`src/rtl/omsp_spm_table_if.sv`:
```
// omsp_spm_table_if: bus between the core and the SPM table.
// master drives pc/bus/commands, slave (table) returns status and flags.
// Optional DMA guard signals present with SPM_TABLE_DMA_GUARD_EN.
interface omsp_spm_table_if #(
    parameter int ADDR_W = 16,
    parameter int ID_W   = 16,
    parameter int SW     = 2
);
    logic [ADDR_W-1:0] pc;
    logic [ADDR_W-1:0] prev_pc;
    logic [ADDR_W-1:0] mab;
    logic              mb_en;
    logic [1:0]        mb_wr;
    logic              verify_rd;
    logic              cmd_create;
    logic              cmd_disable;
    logic [ADDR_W-1:0] r12;
    logic [ADDR_W-1:0] r13;
    logic [ADDR_W-1:0] r14;
    logic [ADDR_W-1:0] r15;
    logic              viol_clr;
    logic              busy;
    logic              done;
    logic [2:0]        status;
    logic [ID_W-1:0]   new_id;
    logic              executing;
    logic [SW-1:0]     exec_idx;
    logic [ID_W-1:0]   exec_id;
    logic              violation;
    logic              viol_sticky;
    logic [SW-1:0]     viol_idx;
`ifdef SPM_TABLE_DMA_GUARD_EN
    logic              dma_en;
    logic [ADDR_W-1:0] dma_addr;
    logic              dma_violation;
`endif

    modport master (
        output pc, prev_pc, mab, mb_en, mb_wr, verify_rd,
        output cmd_create, cmd_disable, r12, r13, r14, r15, viol_clr,
`ifdef SPM_TABLE_DMA_GUARD_EN
        output dma_en, dma_addr,
        input  dma_violation,
`endif
        input  busy, done, status, new_id, executing, exec_idx,
        input  exec_id, violation, viol_sticky, viol_idx
    );

    modport slave (
        input  pc, prev_pc, mab, mb_en, mb_wr, verify_rd,
        input  cmd_create, cmd_disable, r12, r13, r14, r15, viol_clr,
`ifdef SPM_TABLE_DMA_GUARD_EN
        input  dma_en, dma_addr,
        output dma_violation,
`endif
        output busy, done, status, new_id, executing, exec_idx,
        output exec_id, violation, viol_sticky, viol_idx
    );
endinterface

```
`src/rtl/omsp_spm_table.sv`:
```
// omsp_spm_table: multi-slot SPM protection table (create/disable FSM,
// per-cycle access checks, sticky violation capture).
// Ports: mclk, puc_rst_n (async active-low), bus (omsp_spm_table_if.slave).
// Optional DMA guard: define SPM_TABLE_DMA_GUARD_EN.
module omsp_spm_table #(
    parameter int NUM_SM = 4,
    parameter int ADDR_W = 16,
    parameter int ID_W   = 16
) (
    input  logic                  mclk,
    input  logic                  puc_rst_n,
    omsp_spm_table_if.slave       bus
);
    localparam int SW = (NUM_SM > 1) ? $clog2(NUM_SM) : 1;

    typedef enum logic [1:0] {S_IDLE, S_SCAN, S_ALLOC, S_DONE} state_t;

    state_t            r_state, w_next;
    logic              r_valid [NUM_SM];
    logic [ADDR_W-1:0] r_ps    [NUM_SM];
    logic [ADDR_W-1:0] r_pe    [NUM_SM];
    logic [ADDR_W-1:0] r_ss    [NUM_SM];
    logic [ADDR_W-1:0] r_se    [NUM_SM];
    logic [ID_W-1:0]   r_id    [NUM_SM];
    logic [ADDR_W-1:0] r_q12, r_q13, r_q14, r_q15;
    logic [ID_W-1:0]   r_cnt, r_new_id;
    logic [SW-1:0]     r_scan_idx, r_free_idx, r_viol_idx;
    logic              r_fail, r_free_found, r_sticky;
    logic [2:0]        r_status;

    logic              w_cfg_bad, w_scan_ovl, w_alloc, w_dis_clr;
    logic              w_exec, w_violation, w_any;
    logic [SW-1:0]     w_exec_idx, w_any_idx;
    logic [ID_W-1:0]   w_exec_id, w_cnt_nxt;
`ifdef SPM_TABLE_DMA_GUARD_EN
    logic              w_dma_viol;
`endif

    function automatic logic f_in(input logic [ADDR_W-1:0] a,
                                  input logic [ADDR_W-1:0] s,
                                  input logic [ADDR_W-1:0] e);
        return (a >= s) && (a < e);
    endfunction

    function automatic logic f_ovl(input logic [ADDR_W-1:0] as,
                                   input logic [ADDR_W-1:0] ae,
                                   input logic [ADDR_W-1:0] bs,
                                   input logic [ADDR_W-1:0] be);
        return (as < be) && (ae > bs);
    endfunction

    assign w_cfg_bad = (bus.r12 >= bus.r13) || (bus.r14 > bus.r15) ||
                       f_ovl(bus.r12, bus.r13, bus.r14, bus.r15);

    assign w_scan_ovl = r_valid[r_scan_idx] && (
        f_ovl(r_q12, r_q13, r_ps[r_scan_idx], r_pe[r_scan_idx]) ||
        f_ovl(r_q12, r_q13, r_ss[r_scan_idx], r_se[r_scan_idx]) ||
        f_ovl(r_q14, r_q15, r_ps[r_scan_idx], r_pe[r_scan_idx]) ||
        f_ovl(r_q14, r_q15, r_ss[r_scan_idx], r_se[r_scan_idx]));

    // ID 0 is reserved for "no module"
    assign w_cnt_nxt = (r_cnt + 1'b1 == '0) ? ID_W'(1) : r_cnt + 1'b1;
    assign w_alloc   = (r_state == S_ALLOC) && !r_fail && r_free_found;
    assign w_dis_clr = (r_state == S_IDLE) && !bus.cmd_create &&
                       bus.cmd_disable && w_exec;

    // Descending scan so the lowest matching slot wins
    always_comb begin
        w_exec      = 1'b0;
        w_exec_idx  = '0;
        w_exec_id   = '0;
        w_violation = 1'b0;
        w_any       = 1'b0;
        w_any_idx   = '0;
`ifdef SPM_TABLE_DMA_GUARD_EN
        w_dma_viol  = 1'b0;
`endif
        for (int k = NUM_SM - 1; k >= 0; k--) begin
            logic pub, sec, inp, mv, ev, dv;
            pub = f_in(bus.mab, r_ps[k], r_pe[k]);
            sec = f_in(bus.mab, r_ss[k], r_se[k]);
            inp = f_in(bus.pc, r_ps[k], r_pe[k]);
            mv  = bus.mb_en &&
                  ((pub && !((inp && !(|bus.mb_wr)) || bus.verify_rd)) ||
                   (sec && !inp));
            ev  = inp && !f_in(bus.prev_pc, r_ps[k], r_pe[k]) &&
                  (bus.pc != r_ps[k]);
            dv  = 1'b0;
`ifdef SPM_TABLE_DMA_GUARD_EN
            dv  = bus.dma_en &&
                  (f_in(bus.dma_addr, r_ps[k], r_pe[k]) ||
                   f_in(bus.dma_addr, r_ss[k], r_se[k]));
`endif
            if (r_valid[k]) begin
                if (inp) begin
                    w_exec     = 1'b1;
                    w_exec_idx = SW'(k);
                    w_exec_id  = r_id[k];
                end
                if (mv || ev) w_violation = 1'b1;
`ifdef SPM_TABLE_DMA_GUARD_EN
                if (dv) w_dma_viol = 1'b1;
`endif
                if (mv || ev || dv) begin
                    w_any     = 1'b1;
                    w_any_idx = SW'(k);
                end
            end
        end
    end

    always_ff @(posedge mclk or negedge puc_rst_n) begin
        if (!puc_rst_n) r_state <= S_IDLE;
        else            r_state <= w_next;
    end

    always_comb begin
        w_next = r_state;
        unique case (r_state)
            S_IDLE: begin
                if (bus.cmd_create)
                    w_next = w_cfg_bad ? S_DONE : S_SCAN;
                else if (bus.cmd_disable)
                    w_next = S_DONE;
            end
            S_SCAN: begin
                if (r_scan_idx == SW'(NUM_SM - 1)) w_next = S_ALLOC;
            end
            S_ALLOC: w_next = S_DONE;
            S_DONE:  w_next = S_IDLE;
            default: w_next = S_IDLE;
        endcase
    end

    always_ff @(posedge mclk or negedge puc_rst_n) begin
        if (!puc_rst_n) begin
            r_q12        <= '0;
            r_q13        <= '0;
            r_q14        <= '0;
            r_q15        <= '0;
            r_scan_idx   <= '0;
            r_free_idx   <= '0;
            r_fail       <= 1'b0;
            r_free_found <= 1'b0;
            r_status     <= '0;
            r_new_id     <= '0;
            r_cnt        <= ID_W'(1);
        end else begin
            unique case (r_state)
                S_IDLE: begin
                    if (bus.cmd_create) begin
                        r_q12        <= bus.r12;
                        r_q13        <= bus.r13;
                        r_q14        <= bus.r14;
                        r_q15        <= bus.r15;
                        r_status     <= w_cfg_bad ? 3'd1 : 3'd0;
                        r_scan_idx   <= '0;
                        r_fail       <= 1'b0;
                        r_free_found <= 1'b0;
                    end else if (bus.cmd_disable) begin
                        r_status <= w_exec ? 3'd0 : 3'd4;
                    end
                end
                S_SCAN: begin
                    if (w_scan_ovl) begin
                        r_fail   <= 1'b1;
                        r_status <= 3'd2;
                    end
                    if (!r_valid[r_scan_idx] && !r_free_found) begin
                        r_free_idx   <= r_scan_idx;
                        r_free_found <= 1'b1;
                    end
                    r_scan_idx <= r_scan_idx + 1'b1;
                end
                S_ALLOC: begin
                    if (!r_fail) begin
                        if (!r_free_found) begin
                            r_status <= 3'd3;
                        end else begin
                            r_new_id <= r_cnt;
                            r_cnt    <= w_cnt_nxt;
                        end
                    end
                end
                default: ;
            endcase
        end
    end

    always_ff @(posedge mclk or negedge puc_rst_n) begin
        if (!puc_rst_n) begin
            for (int k = 0; k < NUM_SM; k++) begin
                r_valid[k] <= 1'b0;
                r_ps[k]    <= '0;
                r_pe[k]    <= '0;
                r_ss[k]    <= '0;
                r_se[k]    <= '0;
                r_id[k]    <= '0;
            end
        end else if (w_alloc) begin
            r_valid[r_free_idx] <= 1'b1;
            r_ps[r_free_idx]    <= r_q12;
            r_pe[r_free_idx]    <= r_q13;
            r_ss[r_free_idx]    <= r_q14;
            r_se[r_free_idx]    <= r_q15;
            r_id[r_free_idx]    <= r_cnt;
        end else if (w_dis_clr) begin
            r_valid[w_exec_idx] <= 1'b0;
            r_ps[w_exec_idx]    <= '0;
            r_pe[w_exec_idx]    <= '0;
            r_ss[w_exec_idx]    <= '0;
            r_se[w_exec_idx]    <= '0;
            r_id[w_exec_idx]    <= '0;
        end
    end

    // Clear wins over a same-cycle capture
    always_ff @(posedge mclk or negedge puc_rst_n) begin
        if (!puc_rst_n) begin
            r_sticky   <= 1'b0;
            r_viol_idx <= '0;
        end else if (bus.viol_clr) begin
            r_sticky   <= 1'b0;
            r_viol_idx <= '0;
        end else if (!r_sticky && w_any) begin
            r_sticky   <= 1'b1;
            r_viol_idx <= w_any_idx;
        end
    end

    assign bus.busy        = (r_state != S_IDLE);
    assign bus.done        = (r_state == S_DONE);
    assign bus.status      = r_status;
    assign bus.new_id      = r_new_id;
    assign bus.executing   = w_exec;
    assign bus.exec_idx    = w_exec_idx;
    assign bus.exec_id     = w_exec_id;
    assign bus.violation   = w_violation;
    assign bus.viol_sticky = r_sticky;
    assign bus.viol_idx    = r_viol_idx;
`ifdef SPM_TABLE_DMA_GUARD_EN
    assign bus.dma_violation = w_dma_viol;
`endif
endmodule

```
`src/flat_wrapper.sv`:
```
// flat-port wrapper written by rule: the top's interface ports become plain ports
module omsp_spm_table_flat 
#(
    parameter int NUM_SM = 4,
    parameter int ADDR_W = 16,
    parameter int ID_W   = 16
)
  (mclk, puc_rst_n, bus_pc, bus_prev_pc, bus_mab, bus_mb_en, bus_mb_wr, bus_verify_rd, bus_cmd_create, bus_cmd_disable, bus_r12, bus_r13, bus_r14, bus_r15, bus_viol_clr, bus_busy, bus_done, bus_status, bus_new_id, bus_executing, bus_exec_idx, bus_exec_id, bus_violation, bus_viol_sticky, bus_viol_idx);
  omsp_spm_table_if #(.ADDR_W(ADDR_W), .ID_W(ID_W), .SW(2)) bus_i ();
  input  logic mclk;
  input  logic puc_rst_n;
  input wire logic [$bits(bus_i.pc)-1:0] bus_pc;
  input wire logic [$bits(bus_i.prev_pc)-1:0] bus_prev_pc;
  input wire logic [$bits(bus_i.mab)-1:0] bus_mab;
  input wire logic [$bits(bus_i.mb_en)-1:0] bus_mb_en;
  input wire logic [$bits(bus_i.mb_wr)-1:0] bus_mb_wr;
  input wire logic [$bits(bus_i.verify_rd)-1:0] bus_verify_rd;
  input wire logic [$bits(bus_i.cmd_create)-1:0] bus_cmd_create;
  input wire logic [$bits(bus_i.cmd_disable)-1:0] bus_cmd_disable;
  input wire logic [$bits(bus_i.r12)-1:0] bus_r12;
  input wire logic [$bits(bus_i.r13)-1:0] bus_r13;
  input wire logic [$bits(bus_i.r14)-1:0] bus_r14;
  input wire logic [$bits(bus_i.r15)-1:0] bus_r15;
  input wire logic [$bits(bus_i.viol_clr)-1:0] bus_viol_clr;
  output wire logic [$bits(bus_i.busy)-1:0] bus_busy;
  output wire logic [$bits(bus_i.done)-1:0] bus_done;
  output wire logic [$bits(bus_i.status)-1:0] bus_status;
  output wire logic [$bits(bus_i.new_id)-1:0] bus_new_id;
  output wire logic [$bits(bus_i.executing)-1:0] bus_executing;
  output wire logic [$bits(bus_i.exec_idx)-1:0] bus_exec_idx;
  output wire logic [$bits(bus_i.exec_id)-1:0] bus_exec_id;
  output wire logic [$bits(bus_i.violation)-1:0] bus_violation;
  output wire logic [$bits(bus_i.viol_sticky)-1:0] bus_viol_sticky;
  output wire logic [$bits(bus_i.viol_idx)-1:0] bus_viol_idx;
  assign bus_i.pc = bus_pc;
  assign bus_i.prev_pc = bus_prev_pc;
  assign bus_i.mab = bus_mab;
  assign bus_i.mb_en = bus_mb_en;
  assign bus_i.mb_wr = bus_mb_wr;
  assign bus_i.verify_rd = bus_verify_rd;
  assign bus_i.cmd_create = bus_cmd_create;
  assign bus_i.cmd_disable = bus_cmd_disable;
  assign bus_i.r12 = bus_r12;
  assign bus_i.r13 = bus_r13;
  assign bus_i.r14 = bus_r14;
  assign bus_i.r15 = bus_r15;
  assign bus_i.viol_clr = bus_viol_clr;
  assign bus_busy = bus_i.busy;
  assign bus_done = bus_i.done;
  assign bus_status = bus_i.status;
  assign bus_new_id = bus_i.new_id;
  assign bus_executing = bus_i.executing;
  assign bus_exec_idx = bus_i.exec_idx;
  assign bus_exec_id = bus_i.exec_id;
  assign bus_violation = bus_i.violation;
  assign bus_viol_sticky = bus_i.viol_sticky;
  assign bus_viol_idx = bus_i.viol_idx;
  omsp_spm_table #(.NUM_SM(NUM_SM), .ADDR_W(ADDR_W), .ID_W(ID_W)) u_core (.mclk(mclk), .puc_rst_n(puc_rst_n), .bus(bus_i));
endmodule
```
`config.mk`:
```
export PLATFORM = sky130hd
export DESIGN_NAME = omsp_spm_table_flat
export DESIGN_NICKNAME = d
export VERILOG_FILES = /design/src/rtl/omsp_spm_table_if.sv /design/src/rtl/omsp_spm_table.sv /design/src/flat_wrapper.sv
export SDC_FILE = /design/constraint.sdc
export NUM_CORES = 2
export LEC_CHECK = 0
export CELL_PAD_IN_SITES_DETAIL_PLACEMENT = 0
export CELL_PAD_IN_SITES_GLOBAL_PLACEMENT = 2
export CORE_MARGIN = 10
export CORE_UTILIZATION = 37
export CTS_CLUSTER_SIZE = 24
export DETAILED_ROUTE_END_ITERATION = 10
export GPL_TIMING_DRIVEN = 0
export HOLD_SLACK_MARGIN = 0.1
export PLACE_DENSITY_LB_ADDON = 0.1
export SYNTH_ARGS = -nofsm -noshare
export SYNTH_HDL_FRONTEND = slang
export SYNTH_SLANG_ARGS = --single-unit
```
`constraint.sdc`:
```
create_clock -name mclk -period 4.05 [get_ports mclk]
set_input_delay 0.6075 -clock mclk [delete_from_list [all_inputs] [get_ports mclk]]
set_output_delay 0.6075 -clock mclk [all_outputs]
set_load 0.01 [all_outputs]
```
==> impl_metrics.toml <==
[timing]
finalMaxSlewViolations = 0
finalWorstSetupSlack_ps = -471
fmaxAchievable_mhz = 221
fin_crit_sh = 1.12
hold_ws_ps = 476
fin_crit_ps = 4520
hold_violations = 0
rsz0062_at_grt = "true"
worst-slew-pin-transition_ps = 1390
final-setup-viol-count = 23
skew_ps = 28.1
relSlewSlack = 0.0706

[critical_path]
critPathRequiredTime_ps = 3440
critPathLaunchType = "flop"
crit_chain = "inv_2, ha_4, nand4_1, or4_4, nor4_4, nor3_2, nor3b_2, buf_4, and2_4, buf_12, clkbuf_16, nand2_1, o31ai_1, buf_2"
r2r_setup_slack_ps = -100
slowest_delay_ps = 630
rr_startpoint = "u_core.r_scan_idx[0]$_DFFE_PN0P_"
crit_path_top_delay_cell = "or4_4"
crit_path_max_fanout = 8
crit_buf_inv = 5
critPathTopFamily = "simple AND/OR/NAND/NOR gates"
worstSetupPathType = "flop to output pin"
r2r_cells = 14
worstSetupEndpointType = "output pin"
r2r-end = "u_core.bus.status[2]$_DFFE_PN0P_"
arrival_ps = 3910

[clock_tree]
root_buffer = "clkbuf_16"
h-tree-depth = 2
cts_tree = "built"
clk_latency_ps = 610
clk_pin_slew_worst_paths_ps = 60
clock_sinks = 434
cts_buffers = 50
cts.path.max_buffers = 3

[placed_design]
place_ws_ps = -3090
dpl-instance-area_sq_um = 37000
dp_hpwl_microns = 114000
io_buffers = 162
dp_cells = 4701
place_congestion = 0.960

[yosys]
synth_edf_count = 0
ys_seq_area_frac = 0.322
ys_ff_latch = 434
syn_nets = 4168
synthCells = 3358
avgSynthCellArea_sq_um = 10.1
async_flop_share = 1.00
yosys_warnings = 0
synth.distinct_cells = 84
syn_area_sq_um = 33800
synthFlopType = "dfrtp_1"

[route]
dr_wl_met3_microns = 7950
dr.pass1.iters = 6
vias = 29823
wl_met2_microns = 68300
wl_microns = 147000
topRoutingLayerUsed = "met5"
drtIter0Drc = 2313
via_per_inst = 6.08
antenna_left = 0
remaining_drc_errors = 0
avgRoutedWirePerCell_microns = 29.9
wl_met1_microns = 62100

[outcome]
status = "complete, but fails checks"
violations = "setup timing"

[layout]
drive_gt1_frac = 0.160
fin_util = 0.454
area_growth_pct = 21.4
fin_nets = 4498
final_cell_area_sq_um = 41000
layout.cells.non_filler = 4905

[die]
start_util = 0.374
rows = 110
die_area_sq_um = 104000
core_area_sq_um = 90300
die-height_microns = 322
die_x_microns = 322
num_io_pins = 165

[power_and_ir_drop]
irDropWorstVdd_mv = 0.332
p_leak_nw = 18.5
power.density_nw_per_um2 = 664

[global_route]
track_usage = 0.277
grt_pass1_vias = 30586
grt_overflow_total = 0
antenna_found_initial = 1
grt_pass1_wl_microns = 210000
grt_start_max_net_pins = 119

[run]
max_cap_viol_count = 0

[worst_hold_path]
hp-class = "input port to async pin"
[layer usage]
metal | track usage | vias up
li1 | - | 13360
met1 | 0.353 | 15158
met2 | 0.457 | 1037
met3 | 0.0359 | 264
met4 | 0.138 | 4
met5 | 0 | -
[final cells by class]
cell class | instances | area [sq um]
fillers | 8619 | 49300
multi-input cells | 2416 | 22000
flip-flops and latches | 434 | 10900
repair buffers | 278 | 2540
clock buffers | 73 | 1510
well taps | 1176 | 1470
inverters | 381 | 1450
plain buffers | 127 | 932
clock inverters | 18 | 175
diodes | 2 | 5.00
[report_power, final]
part / internal [W] / leakage (nW) / switching [W]
sequential: 0.00556 / 5.80 / 0.00228
clock: 0.00276 / 0.843 / 0.00193
combinational: 0.00654 / 11.9 / 0.00814
total: 0.0149 / 18.5 / 0.0124
[worst max path at each step]
stage / startpoint / endpoint / slack [ps] / depth (start not counted)
global route: bus_pc[15] / bus_exec_id[3] / -490 / 14
global placement: puc_rst_n / u_core.r_ss[17]$_DFFE_PN0P_ / -17120 / 1
CTS: u_core.r_ps[28]$_DFFE_PN0P_ / bus_exec_id[3] / -500 / 14
detailed placement: bus_pc[14] / bus_exec_id[0] / -3090 / 13
finish: u_core.r_ps[62]$_DFFE_PN0P_ / bus_exec_id[3] / -470 / 14
floorplan: u_core.r_scan_idx[0]$_DFFE_PN0P_ / u_core.bus.status[1]$_DFFE_PN0P_ / 90 / 15
[cell usage in the layout, fill, tap and decap left out, drive strengths merged, types with 14 or more instances in the layout]
cell / instances
a31oi: 18
nor2: 101
o21a: 24
nor3: 54
mux4: 65
a211oi: 44
nand2b: 23
a221oi: 21
a2111oi: 21
dfrtp: 433
nand3: 52
a21oi: 175
nand4: 80
inv: 380
ha: 689
o31ai: 21
clkinv: 14
mux2: 21
o21ai: 171
nor2b: 22
clkdlybuf4s50: 102
o211ai: 29
clkbuf: 155
nand2: 196
buf: 201
a22o: 320
nor4: 14
a21o: 90
[Yosys cell counts, drive strengths merged, types with 5 or more instances]
cell type	instances	area (sq um)
ha	689	8620
dfrtp	433	10800
inv	380	1430
a22o	320	2800
nand2	196	736
a21oi	175	902
o21ai	171	856
nor2	101	389
a21o	90	676
clkbuf	80	300
nand4	80	500
mux4	65	1460
nor3	54	275
nand3	52	260
buf	47	313
a211oi	44	335
o211ai	29	218
o21a	24	180
nand2b	23	144
nor2b	22	138
a2111oi	21	203
a221oi	21	184
mux2	21	236
o31ai	21	158
a31oi	18	113
nor4	14	87.6
and3	13	81.3
nor3b	13	103
xnor2	13	114
and4	12	105
o2111ai	9	78.8
or4	8	60.1
a221o	7	70.1
a211o	6	52.6
o221ai	6	52.6
or3	6	37.5
and2	5	32.5
o41ai	5	43.8
or2	5	31.3
xor2	5	43.8
[cells by family after synthesis]
logic type | count (synthesis) | share of synthesized area
AOI/OAI and AO/OA | 1010 | 0.217
xor gates and xnor gates | 18 | 0.00467
adders and majority gates | 689 | 0.255
buffers and inverters | 508 | 0.0605
DFF | 434 | 0.322
muxes | 88 | 0.0510
and+or+nand+nor | 611 | 0.0902
[through the flow]
step / TNS [ps] / power [W]
4_1_cts: -8270 / 0.0266
3_5_place_dp: -693160 / 0.0203
6_report: -8770 / 0.0272
3_3_place_gp: -8044170 / 0.0199
5_1_grt: -9410 / 0.0290
2_1_floorplan: 0 / 0.0148
[sequential cells by signal, indices dropped and copies added, names as in the netlist]
| register | flops |
|---|---|
| u_core.bus.new_id | 16 |
| u_core.bus.status | 3 |
| u_core.bus.viol_idx | 2 |
| u_core.bus.viol_sticky | 1 |
| u_core.r_cnt | 16 |
| u_core.r_fail | 1 |
| u_core.r_free_found | 1 |
| u_core.r_free_idx | 2 |
| u_core.r_id | 64 |
| u_core.r_pe | 64 |
| u_core.r_ps | 64 |
| u_core.r_q12 | 16 |
| u_core.r_q13 | 16 |
| u_core.r_q14 | 16 |
| u_core.r_q15 | 16 |
| u_core.r_scan_idx | 2 |
| u_core.r_se | 64 |
| u_core.r_ss | 64 |
| u_core.r_state | 2 |
| u_core.r_valid | 4 |
[repair_timing]
item	CTS	global route
hold endpoints to repair	28	0
pin swaps	53	43
resized for setup	474	109
gates cloned	2	1
setup endpoints to repair	351	159
hold buffers	1	0
buffers inserted	79	29
Note: power is estimated with default switching activity, not from simulation.
